$ cat src/rtl/display_pkg.sv
// display_pkg: shared constants and state type for the seven-segment
// display controller (controlador_display) and its BCD adjust cell.
package display_pkg;

  // Digits held by the double-dabble accumulator (enough for 2^32-1).
  localparam int N_BCD       = 10;
  // One shift step per input bit.
  localparam int CICLOS_CONV = 32;
  // Bits per BCD digit.
  localparam int LARG_DIG    = 4;

  typedef enum logic [1:0] {
    OCIOSO   = 2'd0,
    CONVERTE = 2'd1,
    PUBLICA  = 2'd2
  } estado_t;

endpackage

$ cat src/rtl/ajuste_bcd.sv
// ajuste_bcd: combinational single-digit double-dabble correction.
// A digit >= 5 gets +3 so that the following left shift carries
// correctly into the next decimal digit.
//   dig_in  : BCD digit before the shift step
//   dig_out : corrected digit
module ajuste_bcd
  import display_pkg::*;
(
  input  logic [LARG_DIG-1:0] dig_in,
  output logic [LARG_DIG-1:0] dig_out
);

  assign dig_out = (dig_in >= 4'd5) ? dig_in + 4'd3 : dig_in;

endmodule

$ cat src/rtl/controlador_display.sv
// controlador_display: arbitrates the CPU and debug display requesters
// (CPU has fixed priority), converts the accepted 32-bit word to BCD with
// an iterative double-dabble engine (one bit per clock) and holds the
// result for the sete_segmentos instances.
//
// Optional feature: define SINAL_DISPLAY_EN to treat the accepted word as
// two's complement; its magnitude is converted and `negativo` shows the
// sign. Without it the word is unsigned and `negativo` is tied to 0.
//
// Ports:
//   clock, reset          : clock, async active-low reset
//   req_cpu/dado_cpu      : CPU request (held until ack_cpu) and value
//   req_dbg/dado_dbg      : debug request (held until ack_dbg) and value
//   ack_cpu/ack_dbg       : one-cycle acceptance pulses
//   bcd                   : held digits, [3:0] = units
//   controle              : display enable, set after the first result
//   ocupado               : conversion in progress
//   estouro               : value above 99,999,999 (bcd = low 8 digits)
//   negativo              : sign of displayed value
module controlador_display
  import display_pkg::*;
#(
  parameter int LARGURA = 32,
  parameter int DIGITOS = 8
) (
  input  logic                  clock,
  input  logic                  reset,
  input  logic                  req_cpu,
  input  logic [LARGURA-1:0]    dado_cpu,
  input  logic                  req_dbg,
  input  logic [LARGURA-1:0]    dado_dbg,
  output logic                  ack_cpu,
  output logic                  ack_dbg,
  output logic [4*DIGITOS-1:0]  bcd,
  output logic                  controle,
  output logic                  ocupado,
  output logic                  estouro,
  output logic                  negativo
);

  localparam int ACC_W = LARG_DIG * N_BCD;
  localparam int CNT_W = $clog2(CICLOS_CONV);
  localparam logic [CNT_W-1:0] ULT_PASSO = CNT_W'(CICLOS_CONV - 1);

  estado_t            estado, estado_prox;
  logic [CNT_W-1:0]   cont;
  logic [ACC_W-1:0]   acc, acc_aj;
  logic [LARGURA-1:0] desloc;

  logic aceita_cpu, aceita_dbg, carrega, passo, publica;
  logic [LARGURA-1:0] palavra_sel, magnitude;

  // ---------------- FSM: state register ----------------
  always_ff @(posedge clock or negedge reset) begin
    if (!reset) estado <= OCIOSO;
    else        estado <= estado_prox;
  end

  // ---------------- FSM: next state ----------------
  always_comb begin
    estado_prox = estado;
    case (estado)
      OCIOSO:   if (req_cpu || req_dbg) estado_prox = CONVERTE;
      CONVERTE: if (cont == ULT_PASSO)  estado_prox = PUBLICA;
      PUBLICA:  estado_prox = OCIOSO;
      default:  estado_prox = OCIOSO;
    endcase
  end

  // ---------------- FSM: outputs / datapath strobes ----------------
  always_comb begin
    aceita_cpu = 1'b0;
    aceita_dbg = 1'b0;
    passo      = 1'b0;
    publica    = 1'b0;
    ocupado    = 1'b1;
    case (estado)
      OCIOSO: begin
        ocupado    = 1'b0;
        aceita_cpu = req_cpu;
        aceita_dbg = !req_cpu && req_dbg;
      end
      CONVERTE: passo   = 1'b1;
      PUBLICA:  publica = 1'b1;
      default:  ocupado = 1'b0;
    endcase
  end

  assign carrega     = aceita_cpu || aceita_dbg;
  assign palavra_sel = aceita_cpu ? dado_cpu : dado_dbg;

`ifdef SINAL_DISPLAY_EN
  // Magnitude taken at acceptance; 0x80000000 maps to 2^31 unsigned.
  assign magnitude = palavra_sel[LARGURA-1] ? (~palavra_sel + 1'b1) : palavra_sel;
`else
  assign magnitude = palavra_sel;
`endif

  // ---------------- add-3 on every accumulator digit ----------------
  for (genvar d = 0; d < N_BCD; d++) begin : g_ajuste
    ajuste_bcd u_ajuste (
      .dig_in  (acc   [d*LARG_DIG +: LARG_DIG]),
      .dig_out (acc_aj[d*LARG_DIG +: LARG_DIG])
    );
  end

  // ---------------- conversion engine ----------------
  always_ff @(posedge clock or negedge reset) begin
    if (!reset) begin
      cont   <= '0;
      acc    <= '0;
      desloc <= '0;
    end else if (carrega) begin
      cont   <= '0;
      acc    <= '0;
      desloc <= magnitude;
    end else if (passo) begin
      // {acc, desloc} shifted left as one register after the adjust.
      acc    <= {acc_aj[ACC_W-2:0], desloc[LARGURA-1]};
      desloc <= {desloc[LARGURA-2:0], 1'b0};
      cont   <= cont + 1'b1;
    end
  end

  // ---------------- handshake and published result ----------------
  always_ff @(posedge clock or negedge reset) begin
    if (!reset) begin
      ack_cpu  <= 1'b0;
      ack_dbg  <= 1'b0;
      bcd      <= '0;
      estouro  <= 1'b0;
      controle <= 1'b0;
    end else begin
      ack_cpu <= aceita_cpu;
      ack_dbg <= aceita_dbg;
      if (publica) begin
        bcd      <= acc[4*DIGITOS-1:0];
        estouro  <= |acc[ACC_W-1:4*DIGITOS];
        controle <= 1'b1;
      end
    end
  end

`ifdef SINAL_DISPLAY_EN
  logic sinal_q;
  always_ff @(posedge clock or negedge reset) begin
    if (!reset) begin
      sinal_q  <= 1'b0;
      negativo <= 1'b0;
    end else begin
      if (carrega) sinal_q  <= palavra_sel[LARGURA-1];
      if (publica) negativo <= sinal_q;
    end
  end
`else
  assign negativo = 1'b0;
`endif

endmodule

$ cat config.mk
export PLATFORM = sky130hd
export DESIGN_NAME = controlador_display
export DESIGN_NICKNAME = d
export VERILOG_FILES = /design/src/rtl/display_pkg.sv /design/src/rtl/ajuste_bcd.sv /design/src/rtl/controlador_display.sv
export SDC_FILE = /design/constraint.sdc
export NUM_CORES = 1
export LEC_CHECK = 0
export BUFFER_PORTS_ARGS = -buffer_cell sky130_fd_sc_hd__buf_2
export CAP_MARGIN = 20
export CORE_MARGIN = 5
export CORE_UTILIZATION = 40
export CTS_CLUSTER_DIAMETER = 80
export DETAILED_ROUTE_END_ITERATION = 10
export PLACE_DENSITY_LB_ADDON = 0.05
export SLEW_MARGIN = 20
export SYNTH_ARGS = -nofsm -noshare
export SYNTH_HDL_FRONTEND = slang
export SYNTH_SLANG_ARGS = --single-unit
export TNS_END_PERCENT = 5
$ cat constraint.sdc
create_clock -name clock -period 2.38 [get_ports clock]
set_clock_uncertainty 0.1 [all_clocks]
set_input_delay 0.119 -clock clock [delete_from_list [all_inputs] [get_ports clock]]
set_output_delay 0.119 -clock clock [all_outputs]
set_load 0.01 [all_outputs]
==> results of run 1 <==
==> synthesized netlist by cell type (all sizes together), types with 10 or more instances <==
| library cell | number | area (um2) |
|---|---|---|
| ha | 27 | 337.8 |
| o21ai | 77 | 385.4 |
| and3 | 12 | 75.07 |
| nand3 | 15 | 75.07 |
| nor2 | 20 | 82.58 |
| buf | 24 | 131.4 |
| dfrtp | 115 | 2878 |
| mux2i | 34 | 340.3 |
| nand2 | 27 | 101.4 |
| nor3 | 12 | 60.06 |
| nand2b | 10 | 62.56 |
| mux2 | 35 | 394.1 |
| o221ai | 31 | 271.5 |
| a21oi | 43 | 215.2 |
| clkbuf | 15 | 56.30 |
| inv | 23 | 86.33 |
==> metrics by stage <==
| step | hold slack, ns | total power, mW |
|---|---|---|
| after global routing | 0.06529 | 9.442 |
| after global placement | 0.07939 | 6.054 |
| final | 0.06020 | 8.714 |
| after CTS | 0.03910 | 8.756 |
| after floorplan | -0.2766 | 5.311 |
| after detailed placement | 0.08698 | 6.154 |
==> cells by family (layout without fill, tap and decap cells) <==
family          count (synthesis)  in the layout
compound gates                159            159
xor+xnor                        3              3
fa+ha+maj                      27             27
buf+inv                        62            239
flops                         115            115
mux                            69             69
other cells                     1              1
simple gates                  127            127
==> final timing paths <==
path	startpoint	to	slack [ns]	depth (start not counted)
worst max-delay path	estado[0]$_DFFE_PN0P_	desloc[21]$_DFFE_PN0P_	0.17	7
worst min-delay path	req_cpu	estado[1]$_DFFE_PN0P_	0.06	4
worst max register to register	estado[0]$_DFFE_PN0P_	desloc[21]$_DFFE_PN0P_	0.17	7
worst min register to register	controle$_DFFE_PN0N_	controle$_DFFE_PN0N_	0.36	1
max in group asynchronous	reset	acc[39]$_DFFE_PN0P_	1.24	3
min in group asynchronous	reset	controle$_DFFE_PN0N_	0.15	2
==> worst max-delay path, cell delays in order (launching register included) <==
cell and delay [ns]:
dfrtp_1 0.40, inv_1 0.11, ha_2 0.25, nor2b_4 0.24
buf_8 0.23, o221ai_1 0.14, o21ai_0 0.10, dlygate4sd3_1 0.57
==> routing by layer <==
layer	global-route usage	vias up
met3	0.04579	16
met2	0.2691	109
li1	-	2380
met5	0	-
met1	0.2105	2311
met4	0.06776	0
==> cell type report <==
type	count	area, um2	area share
Clock buffer	26	519.2	0.06624
Clock inverter	4	22.52	0.002873
Inverter	23	86.33	0.01101
Multi-Input combinational cell	386	2739	0.3494
Sequential cell	115	2878	0.3671
Tap cell	184	230.2	0.02937
Timing Repair Buffer	186	1364	0.1740
==> what timing repair did <==
action / 4_1_cts / 5_1_grt
hold endpoints to repair: 79 / 0
buffers inserted: 0 / 1
endpoints found under the setup margin: 0 / 27
hold buffers: 66 / 0
gates resized for setup: 0 / 7
==> state kept, by name, indices dropped and copies added (netlist names) <==
| name | flops |
|---|---|
| acc | 40 |
| ack_cpu | 1 |
| ack_dbg | 1 |
| bcd | 32 |
| cont | 5 |
| controle | 1 |
| desloc | 32 |
| estado | 2 |
| estouro | 1 |
==> power groups by stage <==
stage	registers (mW)	logic (mW)	clock network (mW)
6_report	3.05	3.35	2.31
3_3_place_gp	3.08	2.98	0
3_5_place_dp	3.08	3.07	0
2_1_floorplan	2.94	2.37	0
5_1_grt	3.15	3.84	2.46
4_1_cts	3.06	3.33	2.37
==> flow_metrics.tcl, run 1 <==
set metrics [dict create \
    worstPathArrival_ns 2.46 \
    layout_setup_ws_ns 0.1679 \
    syn2layout_area_growth_pct 33.67 \
    worstMarginPinSlew_ns 0.9359 \
    ir_drop_uv 584.9 \
    status "completed" \
    p_per_area_mw_per_mm2 1112 \
    core-area_mm2 0.01448 \
    chipWidth_um 131.1 \
    syn_nets 658 \
    ant_nets 0 \
    maxCapViolCount 0 \
    combPwrFrac 0.384 \
    cts_tree "built" \
    cts_root_buf "clkbuf_16" \
    syn_inst 563 \
    highest_layer "met4" \
    drive_gt1_frac 0.2568 \
    hold_path.class "input pin to flop" \
    die_y_um 131.1 \
    synthSimpleGateAreaFrac 0.1165 \
    rsz0062_at_grt "true" \
    start_util 0.4050 \
    finalCritPeriodShare 0.9295 \
    yosys_warnings 0 \
    synth_compound_area_frac 0.1581 \
    dieArea_mm2 0.01718 \
    avgSynthCellArea_um2 10.42 \
    antenna_found_initial 0 \
    wl_um 13390 \
    p_leak_nw 3.655 \
    h-tree-depth 4 \
    grt_pass1_wl_um 22560 \
    relSlewSlack 0.3760 \
    num_rows 44 \
    remaining_drc_errors 0 \
    switching_power_mw 3.090 \
    clkPwrFrac 0.265 \
    drv_slew 0 \
    muxShareOfSynthArea 0.1252 \
    final_cell_mix "115 x dfrtp_1, 103 x buf_2, 76 x o21ai_0" \
    yosysSeqAreaShare 0.4907 \
    cp_max_fo 32 \
    cts_max_path_buffers 2 \
    num-fill-cells 1288 \
    port-buffer-count 104 \
    setup_violations 0 \
    final_common_cell "dfrtp_1" \
    dp_slack_ns 0.4876 \
    routed-wl-met3_um 731 \
    netlist_area_mm2 0.005864 \
    via_per_inst 5.212 \
    power_switching_share 0.3546 \
    grt_max_degree 49 \
    grt_pass1_vias 4727 \
    worstPathRequired_ns 2.63 \
    num_vias 4816 \
    synth_cell_types 37 \
    fmax_mhz 452.1 \
    design_area_mm2 0.007839 \
    clock_sinks 115 \
    drtIter0Drc 193 \
    tns_ns 0 \
    place_hpwl_um 8536 \
    nets 824 \
    wl_met2_um 6398 \
    placed_area_mm2 0.006604 \
    ys.flop_type "dfrtp_1" \
    synth_async_sr_flop_share 1.000 \
    gp_congestion 0.7379 \
    post-route-util 0.5414 \
    diodes 0 \
    min_period_ns 2.212 \
    internal_power_mw 5.624 \
    io_pins 106 \
    wire_per_inst_um 14.49 \
    clk_pin_slew_ns 0.05 \
    power_frac_seq 0.350 \
    gr-total-overflow 0 \
    clock_latency_ns 0.41 \
    place_inst 827 \
    synth-edff-count 0 \
    layout.cells.non_filler 924 \
    numCtsBuffers 17 \
    synth_xor_area_frac 0.004480 \
    wirelength_met1_um 6041 \
    synthAdderAreaFrac 0.05761 \
    ys_ff_latch 115 \
    grt_use_total 0.1662 \
    critPathCaptureType "flop" \
    synth_top_family_by_area "compound AO/OA/AOI/OAI gates" \
    drt_pass1_iterations 4 \
    cp-start-kind "flop" \
    hold_violations 0 \
    critPathKind "flop to flop" \
]
(Power assumes the default switching activity.)
==> run 2, diff against run 1 <==
- SYNTH_HIERARCHICAL: unset -> 1
==> run 2 against run 1 <==
  * Synthesized cell count is 4.3% higher
  * Utilization is 1.4 points lower
  * Sequential cell count stayed put
  * Power is 6.4% lower
  * Die area is 9.3% higher
  * Wire length hardly changed
  * Synthesized area is 10% higher
  * Sequential power is 15% lower
  * Register-to-register slack better by 0.03 ns
  * Critical path type unchanged
  * Largest power group unchanged
==> flow_metrics.tcl, run 2 <==
set metrics [dict create \
    status "completed" \
    clock_sinks 115 \
    diodes 0 \
    remaining_drc_errors 0 \
    design_area_mm2 0.008377 \
    worstPathRequired_ns 2.58 \
    numCtsBuffers 17 \
    syn2layout_area_growth_pct 29.75 \
    port-buffer-count 104 \
    critPathCaptureType "flop" \
    fmax_mhz 458.7 \
    io_pins 106 \
    gp_congestion 0.7493 \
    grt_pass1_wl_um 22850 \
    chipWidth_um 137.0 \
    rsz0062_at_grt "false" \
    cts_tree "built" \
    hold_violations 0 \
    grt_pass1_vias 4729 \
    largest_register_ffs 40 \
    setup_violations 0 \
    num_vias 4658 \
    core-area_mm2 0.01589 \
    start_util 0.4064 \
    top_register "acc" \
    final_cell_mix "115 x dfrtp_1, 103 x buf_2, 84 x mux2i_1" \
    multi_input_area_mm2 0.003283 \
    syn_inst 587 \
    num-fill-cells 1458 \
    drt_pass1_iterations 5 \
    wire_per_inst_um 13.76 \
    rrSetupSlack_ns 0.20 \
    final_common_cell "dfrtp_1" \
    yosys_warnings 6 \
    p_leak_nw 4.234 \
    drv_slew 0 \
    clk_pin_slew_ns 0.06 \
    netlist_area_mm2 0.006456 \
    tns_ns 0 \
    worstPathArrival_ns 2.38 \
    finalCritPeriodShare 0.9160 \
    h-tree-depth 4 \
    avgSynthCellArea_um2 11.00 \
    gr-total-overflow 0 \
    cp_max_fo 18 \
    grt_use_total 0.1524 \
    cts_max_path_buffers 2 \
    die_y_um 137.0 \
    p_per_area_mw_per_mm2 973.5 \
    min_period_ns 2.180 \
    cts_root_buf "clkbuf_16" \
    drtIter0Drc 118 \
    ant_nets 0 \
    placed_area_mm2 0.007238 \
    cp-start-kind "flop" \
    critPathKind "flop to flop" \
    ir_drop_uv 607.8 \
    hold_path.class "input pin to flop" \
    syn_nets 680 \
    clock_latency_ns 0.42 \
    place_hpwl_um 9047 \
    num_rows 46 \
    antenna_found_initial 0 \
    reg_top3 "acc (40), bcd (32), desloc (32)" \
    via_per_inst 4.782 \
    maxCapViolCount 0 \
    nets 838 \
    drive_gt1_frac 0.3351 \
    wl_um 13400 \
    grt_max_degree 69 \
    dieArea_mm2 0.01878 \
    seq_area_mm2 0.002878 \
]
-- run 2: final timing paths --
| kind | endpoint | from | cells past startpoint |
|---|---|---|---|
| max | desloc[26]$_DFFE_PN0P_ | estado[0]$_DFFE_PN0P_ | 7 |
| min | desloc[0]$_DFFE_PN0P_ | dado_cpu[0] | 3 |
| max reg2reg | desloc[26]$_DFFE_PN0P_ | estado[0]$_DFFE_PN0P_ | 7 |
| min reg2reg | controle$_DFFE_PN0N_ | controle$_DFFE_PN0N_ | 1 |
| max in group asynchronous | acc[8]$_DFFE_PN0P_ | reset | 3 |
| min in group asynchronous | ack_cpu$_DFF_PN0_ | reset | 2 |
-- run 2: through the flow --
step	total power [mW]	utilization	instances	worst slack (ns)	hold WS, ns
CTS	8.258	0.5265	974	0.02426	0.0008407
floorplan	4.807	-	587	0.8291	-0.2766
finish	8.155	0.5273	974	0.2000	0.01148
detailed placement	5.461	0.4557	888	0.5538	-0.05736
global placement	5.412	0.4557	888	0.6455	-0.05859
global route	8.676	0.5273	974	0.07285	0.02012
-- run 2: repair_timing --
item	4_1_cts	5_1_grt
hold buffers	54	0
endpoints found under the hold margin	147	0
buffers inserted	0	0
gates resized for setup	0	2
endpoints found under the setup margin	0	21
-- run 2: area by class of cell --
class	instances	area share
tap	216	0.03226
timing repair buffer	175	0.1512
inverter	25	0.01120
sequential	115	0.3435
clock buffer	21	0.05377
multi-input combinational	411	0.3919
clock inverter	11	0.01613
-- run 2: power by group --
part	internal (mW)	total [mW]	switching (mW)
clock network	1.66	2.54	0.884
registers	2.35	2.60	0.243
logic	1.48	3.01	1.53
total	5.49	8.15	2.66
-- run 2: critical path: stages, from the launching register on --
cell and delay, ns:
dfrtp_1 0.40, inv_1 0.14, ha_4 0.21, nand2_1 0.08, buf_4 0.24, a211oi_2 0.24, dlygate4sd3_1 0.60, a21oi_2 0.04
-- run 2: routing by layer --
metal  part of all wire  GRT usage  up-vias
met5                  0          0        -
met3              0.039    0.04044       18
li1                   -          -     2355
met2               0.48     0.2482       74
met4              0.014    0.05044        0
met1               0.47     0.1972     2211
